[src/rtl/water_heater_controller.sv]
// Heater controller: latches a wash target on a start edge, heats to it, soaks
// with hysteresis for a fixed time, then pulses done. A heating timeout latches a fault.
module water_heater_controller #(
    parameter int HEAT_TIMEOUT = 1000,
    parameter int HOLD_CYCLES  = 200,
    parameter int HYST         = 2,
    parameter int COLD_THRESH  = 10,
    parameter int TIMER_W      = 16
) (
    input  logic       clk,
    input  logic       reset,
    input  logic       start,
    input  logic       abort,
    input  logic [5:0] target_temp,
    input  logic [6:0] sensor_temp,
    input  logic       sensor_valid,
    output logic       heater_on,
    output logic       busy,
    output logic       done,
    output logic       fault,
    output logic [2:0] state
);
    typedef enum logic [2:0] {
        IDLE    = 3'd0,
        HEATING = 3'd1,
        HOLD    = 3'd2,
        DONE    = 3'd3,
        FAULT   = 3'd4
    } state_t;

    localparam logic [TIMER_W-1:0] HEAT_LAST = TIMER_W'(HEAT_TIMEOUT - 1);
    localparam logic [TIMER_W-1:0] HOLD_LAST = TIMER_W'(HOLD_CYCLES - 1);
    localparam logic [TIMER_W-1:0] TIMER_MAX = '1;
    localparam logic [7:0]         HYST_8    = 8'(HYST);
    localparam logic [7:0]         COLD_8    = 8'(COLD_THRESH);

    state_t             state_q, state_nx;
    logic [TIMER_W-1:0] timer, timer_nx, timer_inc;
    logic [5:0]         target_q, target_nx;
    logic [6:0]         last_temp, temp_cur;
    logic               start_prev, start_edge;
    logic               heater_nx;
    logic [7:0]         temp8, tgt8, hold_low;

    // A valid sample is used in the same cycle it arrives.
    assign temp_cur   = sensor_valid ? sensor_temp : last_temp;
    assign temp8      = {1'b0, temp_cur};
    assign tgt8       = {2'b00, target_q};
    assign hold_low   = (tgt8 >= HYST_8) ? (tgt8 - HYST_8) : 8'd0;
    assign start_edge = start & ~start_prev;
    assign timer_inc  = (timer == TIMER_MAX) ? timer : timer + 1'b1;
    assign state      = state_q;

    always_comb begin
        state_nx  = state_q;
        heater_nx = heater_on;
        timer_nx  = timer;
        target_nx = target_q;
        case (state_q)
            IDLE: begin
                heater_nx = 1'b0;
                if (start_edge) begin
                    target_nx = target_temp;
                    timer_nx  = '0;
                    if ({2'b00, target_temp} <= COLD_8) begin
                        state_nx = DONE;
                    end else begin
                        state_nx  = HEATING;
                        heater_nx = 1'b1;
                    end
                end
            end
            HEATING: begin
                heater_nx = 1'b1;
                timer_nx  = timer_inc;
                if (temp8 >= tgt8) begin
                    state_nx  = HOLD;
                    timer_nx  = '0;
                    heater_nx = 1'b0;
                end else if (timer == HEAT_LAST) begin
                    state_nx  = FAULT;
                    heater_nx = 1'b0;
                end
            end
            HOLD: begin
                timer_nx = timer_inc;
                if (temp8 < hold_low) begin
                    heater_nx = 1'b1;
                end else if (temp8 >= tgt8) begin
                    heater_nx = 1'b0;
                end
                if (timer == HOLD_LAST) begin
                    state_nx  = DONE;
                    heater_nx = 1'b0;
                end
            end
            DONE: begin
                state_nx  = IDLE;
                heater_nx = 1'b0;
            end
            FAULT: begin
                heater_nx = 1'b0;
            end
            default: begin
                state_nx  = IDLE;
                heater_nx = 1'b0;
            end
        endcase
        if (abort) begin
            state_nx  = IDLE;
            heater_nx = 1'b0;
            timer_nx  = '0;
        end
    end

    always_ff @(posedge clk or posedge reset) begin
        if (reset) begin
            state_q    <= IDLE;
            heater_on  <= 1'b0;
            busy       <= 1'b0;
            done       <= 1'b0;
            fault      <= 1'b0;
            timer      <= '0;
            target_q   <= '0;
            last_temp  <= '0;
            start_prev <= 1'b0;
        end else begin
            state_q    <= state_nx;
            heater_on  <= heater_nx;
            busy       <= (state_nx == HEATING) || (state_nx == HOLD);
            done       <= (state_nx == DONE);
            fault      <= (state_nx == FAULT);
            timer      <= timer_nx;
            target_q   <= target_nx;
            last_temp  <= temp_cur;
            start_prev <= start;
        end
    end
endmodule

[config.mk]
export PLATFORM = sky130hd
export DESIGN_NAME = water_heater_controller
export DESIGN_NICKNAME = d
export VERILOG_FILES = /design/src/rtl/water_heater_controller.sv
export SDC_FILE = /design/constraint.sdc
export NUM_CORES = 1
export LEC_CHECK = 0
export ABC_AREA = 1
export BUFFER_PORTS_ARGS = -buffer_cell sky130_fd_sc_hd__buf_2
export CAP_MARGIN = 15
export CORE_AREA = 5 5 74 76
export DETAILED_ROUTE_END_ITERATION = 10
export DIE_AREA = 0 0 79 81
export PLACE_DENSITY = 0.73
export SYNTH_ARGS = -nofsm -noshare
export SYNTH_HDL_FRONTEND = slang
export SYNTH_SLANG_ARGS = --single-unit
[constraint.sdc]
create_clock -name clk -period 4.5 [get_ports clk]
set_clock_uncertainty 0.2 [all_clocks]
set_input_delay 0.45 -clock clk [delete_from_list [all_inputs] [get_ports clk]]
set_output_delay 0.45 -clock clk [all_outputs]
set_load 0.05 [all_outputs]
; ---- Word-level counts from Yosys, hierarchy flattened
; Cells that the tools add are included.
[word_totals]
input_bits = 18
register_bits = 37
word_cells = 57
output_inout_bits = 7
[op_classes]
eq_ne = 12
bitwise = 2
n_lt_le_gt_ge = 4
muxes = 23
add_sub_neg = 2
n_reduce_logical = 5
[ops]
columns = operator, count
row1 = $mux W16, 4
row2 = $pmux W16 S3, 1
row3 = $add A16 B1 Y16 const B, 1
row4 = $eq A16 B10 Y1 const B, 1
row5 = $eq A16 B16 Y1 const B, 1
row6 = $eq A16 B8 Y1 const B, 1
row7 = $mux W3, 5
row8 = $pmux W3 S4, 1
row9 = $eq A3 B2 Y1 const B, 3
row10 = $lt A7 B8 Y1, 1
row11 = $mux W1, 8
row12 = $mux W8, 1
row13 = $ge A7 B6 Y1, 1
row14 = $mux W7, 1
row15 = $sub A6 B2 Y7 const B, 1
row16 = $eq A3 B1 Y1 const B, 2
row17 = $eq A3 B3 Y1 const B, 2
row18 = $ge A6 B2 Y1 const B, 1
row19 = $le A6 B4 Y1 const B, 1
row20 = $ne A5 B5 Y1 const B, 1
row21 = $reduce_and A2 Y1, 2
row22 = $reduce_bool A4 Y1, 1
row23 = $logic_not A3 Y1, 1
row24 = $ne A3 B3 Y1 const B, 1
row25 = other kinds (5), 5

; ---- Logic depth before layout (Yosys ltp)
; Gate-level depths: netlist of run 1.
[logic_depth]
depth_word = 7
depth_mapped = 16
mapped_depth_nobuf = 16

; ---- Worst setup path before layout of run 1
; Ideal clock, no wire load.
[synth_timing]
kind = input-to-reg
start = in sensor_valid
end = reg timer[3]
slack_ps = 2265
n_path_buf = 2
stages = 14
arrival_ps = 1958
required_time_ps = 4224
setup_ps = 76
cell_sequence = buf_6 > inv_6 > nand2_1 > nand2_1 > ha_1 > a21o_1 > nand2_1 > nand2_1 > nor2_2 > nand2_2 > o21ai_4 > buf_6 > nand4_1 > o21ai_1
[synth_via]
elab_chain_cells = 5
[synth_lines]
columns = item, line_no
row1 = start: declaration, 16  ; input logic sensor_valid,
row2 = $mux W7, 46  ; assign temp_cur = sensor_valid ? sensor_temp : last_temp;
row3 = via temp_cur[4], 40  ; logic [6:0] last_temp, temp_cur;
row4 = $ge A7 B6 Y1, 76  ; if (temp8 >= tgt8) begin
row5 = $mux W16, 76
row6 = $pmux W16 S3, 59  ; case (state_q)
row7 = $mux W16, 109  ; if (abort) begin
row8 = end signal: assignment, 133  ; timer <= timer_nx;
row9 = end: declaration, 38  ; logic [TIMER_W-1:0] timer, timer_nx, timer_inc;
; The timed path passes the listed nets, and every way through them passes these cells.
; A chain may end at the register's enable or synchronous reset.

; ---- Worst setup path after layout of run 1
[layout_timing]
start = in sensor_valid
end = reg timer[13]
; Same word-level chain as after synthesis.

==> impl_metrics.yaml, run 1 <==
run_status:
  status: "completed"
grt:
  grt_pass1_vias: 2084
  grt_usage: 0.189
  grt_pass1_wl_um: 9560
  grt_max_degree: 38
  grt-ovfl-total: 0
  antenna_found_initial: 0
sta:
  period_needed_ps: 2430
  finalHoldViolCount: 0
  fin_setup_tns_ps: 0
  tightest_slew_ps: 464
  fin_crit_sh: 0.540
  setup_ws_ps: 2070
  relSlewSlack: 0.688
  clock.fmax_ghz: 0.411
  setup_violations: 0
  finalMaxSlewViolations: 0
  rsz0062_at_grt: "false"
synthesis:
  ys_async_sr_fraction: 1.00
  syn_nets: 374
  ys_ff_latch: 37
  synth_edf_count: 0
  ys_types: 36
  yosys_warnings: 0
  synth-seq-area-share: 0.368
  synth_area_um2: 2520
  synth.top_cell.area_share: 0.368
  postSynthCellCount: 343
  synth.largest_area_cell: "dfrtp_1"
  yosys-top-cells-area: "dfrtp_1 (37%), nand2_1 (15%), inv_1 (6.7%)"
  post-synth-top-count-cell: "nand2_1"
  synth_top_cells_by_count: "nand2_1 (99), inv_1 (45), dfrtp_1 (37)"
  synth-main-ff-cell: "dfrtp_1"
  syn_area_per_cell_um2: 7.34
placed_design:
  place_ws_ps: 1780
  post-dp-hpwl_um: 4130
  gp_congestion: 0.907
  io_buffers: 24
layout:
  area_growth_pct: 9.70
  drive_gt1_frac: 0.156
  num_antenna_cells: 0
  fin_nets: 402
  fill_cells: 434
  ff_latch_area_um2: 926
  multi_input_area_um2: 1350
clock_network:
  cts-buffers-inserted: 5
  clkLatencyLatePin_ps: 290
  postCtsSetupBuffers: 0
  clock-sinks: 37
  hold_buffers: 0
  htree_levels: 2
  tritoncts: "built"
  cts_root_buffer: "clkbuf_8"
  clk_pin_slew_ps: 80
  clockBufferDepth: 2
  cts_resized: 0
detailed_routing:
  vias: 2217
  drt-vias-per-instance: 5.20
  postRouteWirelength_um: 5330
  detail-route-antenna-nets: 0
  first_iter_violations: 120
  drc: 0
  wire_per_inst_um: 12.5
  drtPass1Iterations: 4
floorplan:
  rows: 25
  die_area_um2: 6400
  core-area_um2: 4660
  fp.dieW_um: 79
  initial_utilization: 0.540
  ios: 25
  die_y_um: 81
critical_path:
  reg2regPathDepth: 11
  rr_endpoint: "timer[13]"
  cp-end-kind: "flip-flop"
  critPathRequiredTime_ps: 4520
  worstSetupPathType: "in2reg"
  cp_top_family: "compound AO/OA/AOI/OAI gates"
  cpMostUsedCell: "nand2_1"
  cp_max_fo: 13
  crit_slowest_cell: "o21ai_4"
  crit_path_start: "sensor_valid"
  cp_num_buf_inv: 3
  reg2reg_slack_ps: 2130
  critPathMaxStageDelay_ps: 350
  crit_chain: "buf_2, inv_6, nand2_1, nand2_1, ha_1, a21oi_1, o21a_1, nor2_1, nor2_2, nand2_2, o21ai_4, inv_1, o21ai_1"
  cp-start-kind: "input port"
  r2r-start: "last_temp[2]"
  crit_arrival_ps: 2450
pwr:
  p_int_uw: 547
  seq_power_share: 0.435
  p_switching_uw: 300
  ir_drop_v: 0.000184
  p_per_area_nw_per_um2: 307
  clkPwrFrac: 0.266
  combPwrFrac: 0.299
  p_sw_frac: 0.354
  p_leak_uw: 0.00147
worst_hold_path:
  worstHoldPathType: "in2async"
flow_run:
  cap_violations: 0
## cell usage in the layout, fill, tap and decap left out, drive strengths merged
| master | n |
|---|---|
| nand2 | 106 |
| inv | 50 |
| dfrtp | 37 |
| nor2 | 33 |
| nand3 | 29 |
| buf | 25 |
| o21ai | 22 |
| ha | 13 |
| nand4 | 10 |
| a21oi | 9 |
| nor3 | 7 |
| xor2 | 6 |
| clkbuf | 5 |
| o21a | 3 |
| o22ai | 3 |
| clkinv | 3 |
| a31oi | 2 |
| xnor2 | 2 |
| a21o | 1 |
| o211ai | 1 |
| nor4 | 1 |
| nor3b | 1 |
| a22o | 1 |
| o21bai | 1 |
| clkinvlp | 1 |
## tightest hold or removal path, cell delays in order
cell and delay, ps:
buf_2 100, inv_1 40, buf_4 400
## worst max path at each step
stage | endpoint | depth (start not counted) | slack [ps]
after floorplan | timer[3] | 14 | 2270
final | timer[13] | 13 | 2070
after detailed placement | timer[8] | 13 | 1780
after global placement | timer[13] | 13 | 1880
after global routing | heater_on | 16 | 1880
after CTS | timer[8] | 13 | 2080
## sequential cells by signal, indices dropped and copies added, names as in the netlist
name and count:
heater_on 1, target_q 6, timer 16, done 1, start_prev 1, busy 1, last_temp 7, state 3
fault 1
## metal layers
layer / GRT usage / up-vias / routed length [µm] / part of all wire
met5: 0 / - / 0 / 0
met4: 0.0808 / 0 / 102 / 0.019
met3: 0.0432 / 10 / 200 / 0.038
met2: 0.292 / 48 / 2380 / 0.45
met1: 0.254 / 1002 / 2650 / 0.50
li1: - / 1157 / - / -
## stage by stage
step	instances	utilization	hold slack, ps	cell area (µm²)	total power [µW]
after detailed placement	418	0.574	302	2670	630
after global placement	418	0.574	294	2670	623
final	426	0.592	57.4	2760	847
after floorplan	343	-	258	2520	573
after CTS	426	0.592	66.7	2760	858
after global routing	426	0.592	63.0	2760	914
## cell type report
cell class                 instances  share of cell area
multi-input combinational        251               0.490
clock inverter                     3             0.00635
tap                               54              0.0245
clock buffer                       5              0.0249
sequential                        37               0.335
inverter                          51              0.0721
timing repair buffer              25              0.0462
## power by group through the flow
stage	combinational [µW]	sequential, µW	clock (µW)
5_1_grt	291	371	253
3_5_place_dp	255	375	0
3_3_place_gp	249	375	0
2_1_floorplan	188	386	0
4_1_cts	256	368	233
6_report	253	368	225
## cell families after synthesis
logic type | Yosys count | synth area share
AND/OR/NAND/NOR | 187 | 0.339
buffers and inverters | 55 | 0.0940
AO/OA/AOI/OAI | 43 | 0.106
flip-flops | 37 | 0.368
adder cells (fa/ha/maj) | 13 | 0.0646
XOR/XNOR | 8 | 0.0278
(Power assumes the default switching activity.)
==> run 2, diff against run 1 <==
==> config.mk (replaced) <==
export PLATFORM = sky130hd
export DESIGN_NAME = water_heater_controller
export DESIGN_NICKNAME = d
export VERILOG_FILES = /design/src/rtl/water_heater_controller.sv
export SDC_FILE = /design/constraint.sdc
export NUM_CORES = 1
export LEC_CHECK = 0
export ABC_AREA = 0
export BUFFER_PORTS_ARGS = -buffer_cell sky130_fd_sc_hd__buf_2
export CAP_MARGIN = 15
export CORE_AREA = 5 5 72 74
export DETAILED_ROUTE_END_ITERATION = 10
export DIE_AREA = 0 0 77 79
export PLACE_DENSITY = 0.74
export SYNTH_ARGS = -nofsm -noshare
export SYNTH_HDL_FRONTEND = slang
export SYNTH_SLANG_ARGS = --single-unit
==> constraint.sdc (replaced) <==
create_clock -name clk -period 2.08 [get_ports clk]
set_clock_uncertainty 0.2 [all_clocks]
set_input_delay 0.208 -clock clk [delete_from_list [all_inputs] [get_ports clk]]
set_output_delay 0.208 -clock clk [all_outputs]
set_load 0.05 [all_outputs]
==> impl_metrics.yaml, run 2 <==
floorplan:
  fp.dieW_um: 77
  core-area_um2: 4540
  initial_utilization: 0.501
  ios: 25
  die_area_um2: 6080
  die_y_um: 79
  rows: 25
clock_network:
  htree_levels: 2
  tritoncts: "built"
  clkLatencyLatePin_ps: 300
  clock-sinks: 37
  clk_pin_slew_ps: 80
  cts-buffers-inserted: 5
  clockBufferDepth: 2
  cts_root_buffer: "clkbuf_8"
synthesis:
  synth.top_cell.area_share: 0.407
  synth_top_cells_by_count: "dfrtp_1 (37), nand2_1 (22), a21oi_1 (17), inv_1 (17)"
  post-synth-top-count-cell: "dfrtp_1"
  ys_types: 56
  ys_async_sr_fraction: 1.00
  ys_ff_latch: 37
  synth_area_um2: 2270
  postSynthCellCount: 241
  synth-main-ff-cell: "dfrtp_1"
  yosys-top-cells-area: "dfrtp_1 (41%), ha_1 (7.2%), mux2_2 (4.0%)"
  syn_area_per_cell_um2: 9.43
  yosys_warnings: 0
  synth_edf_count: 0
  synth-seq-area-share: 0.407
  syn_nets: 272
  synth.largest_area_cell: "dfrtp_1"
layout:
  largest_register_ff_count: 16
  num_antenna_cells: 0
  final_cell_mix: "buf_4 (56), dfrtp_1 (37), buf_2 (24)"
  drive_gt1_frac: 0.408
  final_common_cell: "buf_4"
  stdcell_count: 390
  area_growth_pct: 45.5
  regMostFlops: "timer"
  fill_cells: 303
  fin_nets: 366
  top_regs: "timer x16, last_temp x7, target_q x6"
placed_design:
  io_buffers: 24
  post-dp-hpwl_um: 4120
  gp_congestion: 0.852
  dp_cells: 362
sta:
  finalMaxSlewViolations: 0
  finalHoldViolCount: 0
  rsz0062_at_grt: "true"
  clock.fmax_ghz: 0.386
  fin_crit_sh: 1.25
  period_needed_ps: 2590
  relSlewSlack: 0.584
  tightest_slew_ps: 621
  setup_violations: 23
  setup_ws_ps: -511
detailed_routing:
  first_iter_violations: 129
  drtPass1Iterations: 4
  drt-vias-per-instance: 5.67
  drc: 0
  detail-route-antenna-nets: 0
  postRouteWirelength_um: 6040
  vias: 2213
  wire_per_inst_um: 15.5
critical_path:
  cp-start-kind: "flip-flop"
  cp-end-kind: "flip-flop"
  crit_arrival_ps: 2620
  cp_max_fo: 5
  critPathRequiredTime_ps: 2110
  rr_endpoint: "heater_on"
  reg2regPathDepth: 10
  reg2reg_slack_ps: -510
  r2r-start: "target_q[2]"
  worstSetupPathType: "reg2reg"
grt:
  use_met3: 0.0306
  busiest_layer: "met2"
  grt_max_degree: 38
  grt_pass1_vias: 2225
  grt_usage: 0.214
  grt_pass1_wl_um: 10600
  gr-usage-met1: 0.281
  use_met2: 0.362
  antenna_found_initial: 0
  grt-ovfl-total: 0
pwr:
  p_leak_uw: 0.00154
  ir_drop_v: 0.000331
  p_per_area_nw_per_um2: 702
  combPwrFrac: 0.378
  clkPwrFrac: 0.278
  p_switching_uw: 740
  power_uw: 2320
  p_sw_frac: 0.319
  p_int_uw: 1580
  seq_power_share: 0.344
worst_hold_path:
  worstHoldPathType: "in2reg"
  hold_depth: 3
  hp-start: "sensor_temp[6]"
  holdPathEnd: "last_temp[6]"
run_status:
  violations: "negative setup slack"
  status: "finished, violations left"
flow_run:
  cap_violations: 0
## run 2: final cells by class
class	count	area (µm²)	share of cell area
sequential	37	926	0.280
multi-input combinational	182	1460	0.442
tap	54	67.6	0.0204
timing repair buffer	92	672	0.203
clock buffer	5	68.8	0.0208
clock inverter	3	46.3	0.0140
inverter	17	63.8	0.0193
## run 2: metal layers
metal  vias up  wire length [µm]
met5         -                 0
met4         0                78
met3         8               305
met2        52              3140
met1      1065              2520
li1       1088                 -
## run 2: worst max path at each step
stage | startpoint | end | depth (start not counted)
6_report | target_q[2] | heater_on | 10
5_1_grt | target_q[2] | heater_on | 10
4_1_cts | target_q[2] | heater_on | 10
3_3_place_gp | target_q[2] | heater_on | 10
2_1_floorplan | target_q[2] | heater_on | 11
3_5_place_dp | sensor_valid | timer[2] | 9
## run 2: critical path, cell delays in order (launching register included)
cell and delay, ps:
dfrtp_1 390, inv_2 60, ha_4 150, and3_4 180, or2_4 250, ha_4 160
or4b_1 500, o311a_1 300, o21ai_1 120, a221oi_1 90, o22ai_1 130
## run 2: cell families (layout without fill, tap and decap cells)
logic type | after synthesis | after routing | synth area share
simple gates | 90 | 90 | 0.210
compound gates | 64 | 67 | 0.199
flops | 37 | 37 | 0.407
buf+inv | 25 | 117 | 0.0529
fa+ha+maj | 14 | 14 | 0.0760
mux | 10 | 10 | 0.0507
xor+xnor | 1 | 1 | 0.00386
## run 2: what timing repair did
item                       4_1_cts  5_1_grt
gates cloned                     3        0
setup endpoints to repair       23       24
pin swaps                        7       12
buffers inserted                 4        3
hold buffers                    10        0
gates resized for setup          7       14
hold endpoints to repair        47        0
## run 2: through the flow
step / TNS (ps) / util / instance area, µm² / hold slack [ps] / setup slack, ps
CTS: -9290 / 0.707 / 3210 / 50.5 / -526
global placement: -9810 / 0.637 / 2890 / 132 / -519
finish: -8770 / 0.729 / 3310 / 54.4 / -511
detailed placement: -11500 / 0.637 / 2890 / 133 / -574
global route: -11490 / 0.729 / 3310 / 57.2 / -597
floorplan: -6190 / - / 2370 / 39.4 / -549
## run 2: power groups by stage
stage          Combinational (µW)  Clock, µW  Sequential (µW)
6_report                      877        645              800
5_1_grt                       953        709              808
4_1_cts                       821        663              800
3_5_place_dp                  738          0              813
3_3_place_gp                  712          0              812
2_1_floorplan                 408          0              849
==> run 3, diff against run 2 <==
--- a/config.mk
+++ b/config.mk
@@ -12,6 +12,7 @@
 export DETAILED_ROUTE_END_ITERATION = 10
 export DIE_AREA = 0 0 77 79
 export PLACE_DENSITY = 0.74
+export SETUP_SLACK_MARGIN = 0.3
 export SYNTH_ARGS = -nofsm -noshare
 export SYNTH_HDL_FRONTEND = slang
 export SYNTH_SLANG_ARGS = --single-unit
==> impl_metrics.yaml, run 3 (synthesis results as in run 2) <==
grt:
  grt_pass1_wl_um: 10800
  grt_max_degree: 38
  grt-ovfl-total: 0
  use_met3: 0.0340
  use_met2: 0.390
  antenna_found_initial: 0
  busiest_layer: "met2"
  gr-usage-met1: 0.272
  grt_pass1_vias: 2279
  grt_usage: 0.217
pwr:
  clkPwrFrac: 0.298
  seq_power_share: 0.308
  p_sw_frac: 0.318
  combPwrFrac: 0.394
  p_per_area_nw_per_um2: 747
  p_leak_uw: 0.00162
  p_switching_uw: 831
  power_uw: 2610
  p_int_uw: 1780
  ir_drop_v: 0.000352
critical_path:
  r2r-start: "target_q[2]"
  cp_max_fo: 5
  cp-end-kind: "flip-flop"
  rr_endpoint: "heater_on"
  cp-start-kind: "flip-flop"
  reg2regPathDepth: 10
  crit_arrival_ps: 2680
  critPathRequiredTime_ps: 2100
  reg2reg_slack_ps: -570
  worstSetupPathType: "reg2reg"
sta:
  holdWs_ps: 82.3
  relSlewSlack: 0.486
  period_needed_ps: 2650
  setup_ws_ps: -572
  fin_crit_sh: 1.28
  rsz0062_at_grt: "true"
  tightest_slew_ps: 768
  finalMaxSlewViolations: 0
  finalHoldViolCount: 0
  clock.fmax_ghz: 0.377
  setup_violations: 23
run_status:
  status: "finished, violations left"
  violations: "negative setup slack"
detailed_routing:
  wire_per_inst_um: 18.5
  detail-route-antenna-nets: 0
  drtPass1Iterations: 4
  first_iter_violations: 226
  drt-vias-per-instance: 5.96
  postRouteWirelength_um: 7310
  drc: 0
  vias: 2350
layout:
  top_regs: "timer x16, last_temp x7, target_q x6"
  drive_gt1_frac: 0.474
  regMostFlops: "timer"
  fin_nets: 370
  final_cell_mix: "buf_4 (50), dfrtp_1 (37), buf_2 (24)"
  largest_register_ff_count: 16
  num_antenna_cells: 0
  fill_cells: 270
  ff_latch_area_um2: 926
  final_common_cell: "buf_4"
  fin_util: 0.771
  area_growth_pct: 53.9
  multi_input_area_um2: 1550
clock_network:
  clockBufferDepth: 2
  htree_levels: 2
  cts-buffers-inserted: 5
  clk_pin_slew_ps: 90
  cts_root_buffer: "clkbuf_8"
  clkLatencyLatePin_ps: 300
  tritoncts: "built"
  clock-sinks: 37
floorplan:
  rows: 25
  initial_utilization: 0.501
  fp.dieW_um: 77
  core-area_um2: 4540
  die_y_um: 79
  ios: 25
  die_area_um2: 6080
placed_design:
  io_buffers: 24
  gp_congestion: 0.841
  post-dp-hpwl_um: 4060
  place_ws_ps: -584
worst_hold_path:
  hold_depth: 3
  hp-start: "sensor_temp[0]"
  holdPathEnd: "last_temp[0]"
  worstHoldPathType: "in2reg"
flow_run:
  cap_violations: 0
-- run 3: power by group through the flow --
stage	logic [µW]	clock network, µW	registers [µW]
2_1_floorplan	408	0	849
3_3_place_gp	708	0	812
3_5_place_dp	737	0	814
4_1_cts	889	780	800
5_1_grt	1110	815	812
6_report	1030	778	805
-- run 3: final cells by class --
cell class	count	area share
Inverter	17	0.0182
Clock inverter	3	0.0197
Sequential cell	37	0.265
Clock buffer	5	0.0197
Tap cell	54	0.0193
Multi-Input combinational cell	182	0.444
Timing Repair Buffer	96	0.214
-- run 3: how the worst max path moves through the flow --
| stage | from | endpoint | slack, ps | depth (start not counted) |
|---|---|---|---|---|
| after floorplan | target_q[2] | heater_on | -550 | 11 |
| after global placement | target_q[2] | heater_on | -500 | 10 |
| after detailed placement | target_q[1] | heater_on | -580 | 9 |
| after CTS | target_q[2] | heater_on | -530 | 10 |
| after global routing | target_q[1] | heater_on | -690 | 11 |
| final | target_q[2] | heater_on | -570 | 10 |
-- run 3: repair_timing --
item / CTS / global route
resized for setup: 34 / 25
setup endpoints to repair: 25 / 29
cloned: 4 / 0
hold buffers: 10 / 0
hold endpoints to repair: 47 / 0
buffers inserted: 8 / 6
pin swaps: 24 / 6
-- run 3: worst max-delay path: stages (launching register included) --
cell      delay (ps)
dfrtp_1          410
inv_2             70
ha_4             160
and3_4           180
or2_4            250
ha_4             160
or4b_1           500
o311a_1          310
o21ai_2          130
a221oi_2          70
o22ai_1          130
-- run 3: per-layer routing --
metal | share of wire | up-vias | wire, µm
met2 | 0.52 | 79 | 3820
met3 | 0.041 | 18 | 300
li1 | - | 1093 | -
met1 | 0.41 | 1160 | 3000
met4 | 0.026 | 0 | 189
met5 | 0 | - | 0
-- run 3: through the flow --
step / TNS, ps / cells / area, µm²
global placement: -9920 / 358 / 2860
CTS: -7950 / 388 / 3350
detailed placement: -11470 / 358 / 2860
global route: -11620 / 394 / 3500
floorplan: -6190 / 241 / 2370
finish: -10030 / 394 / 3500
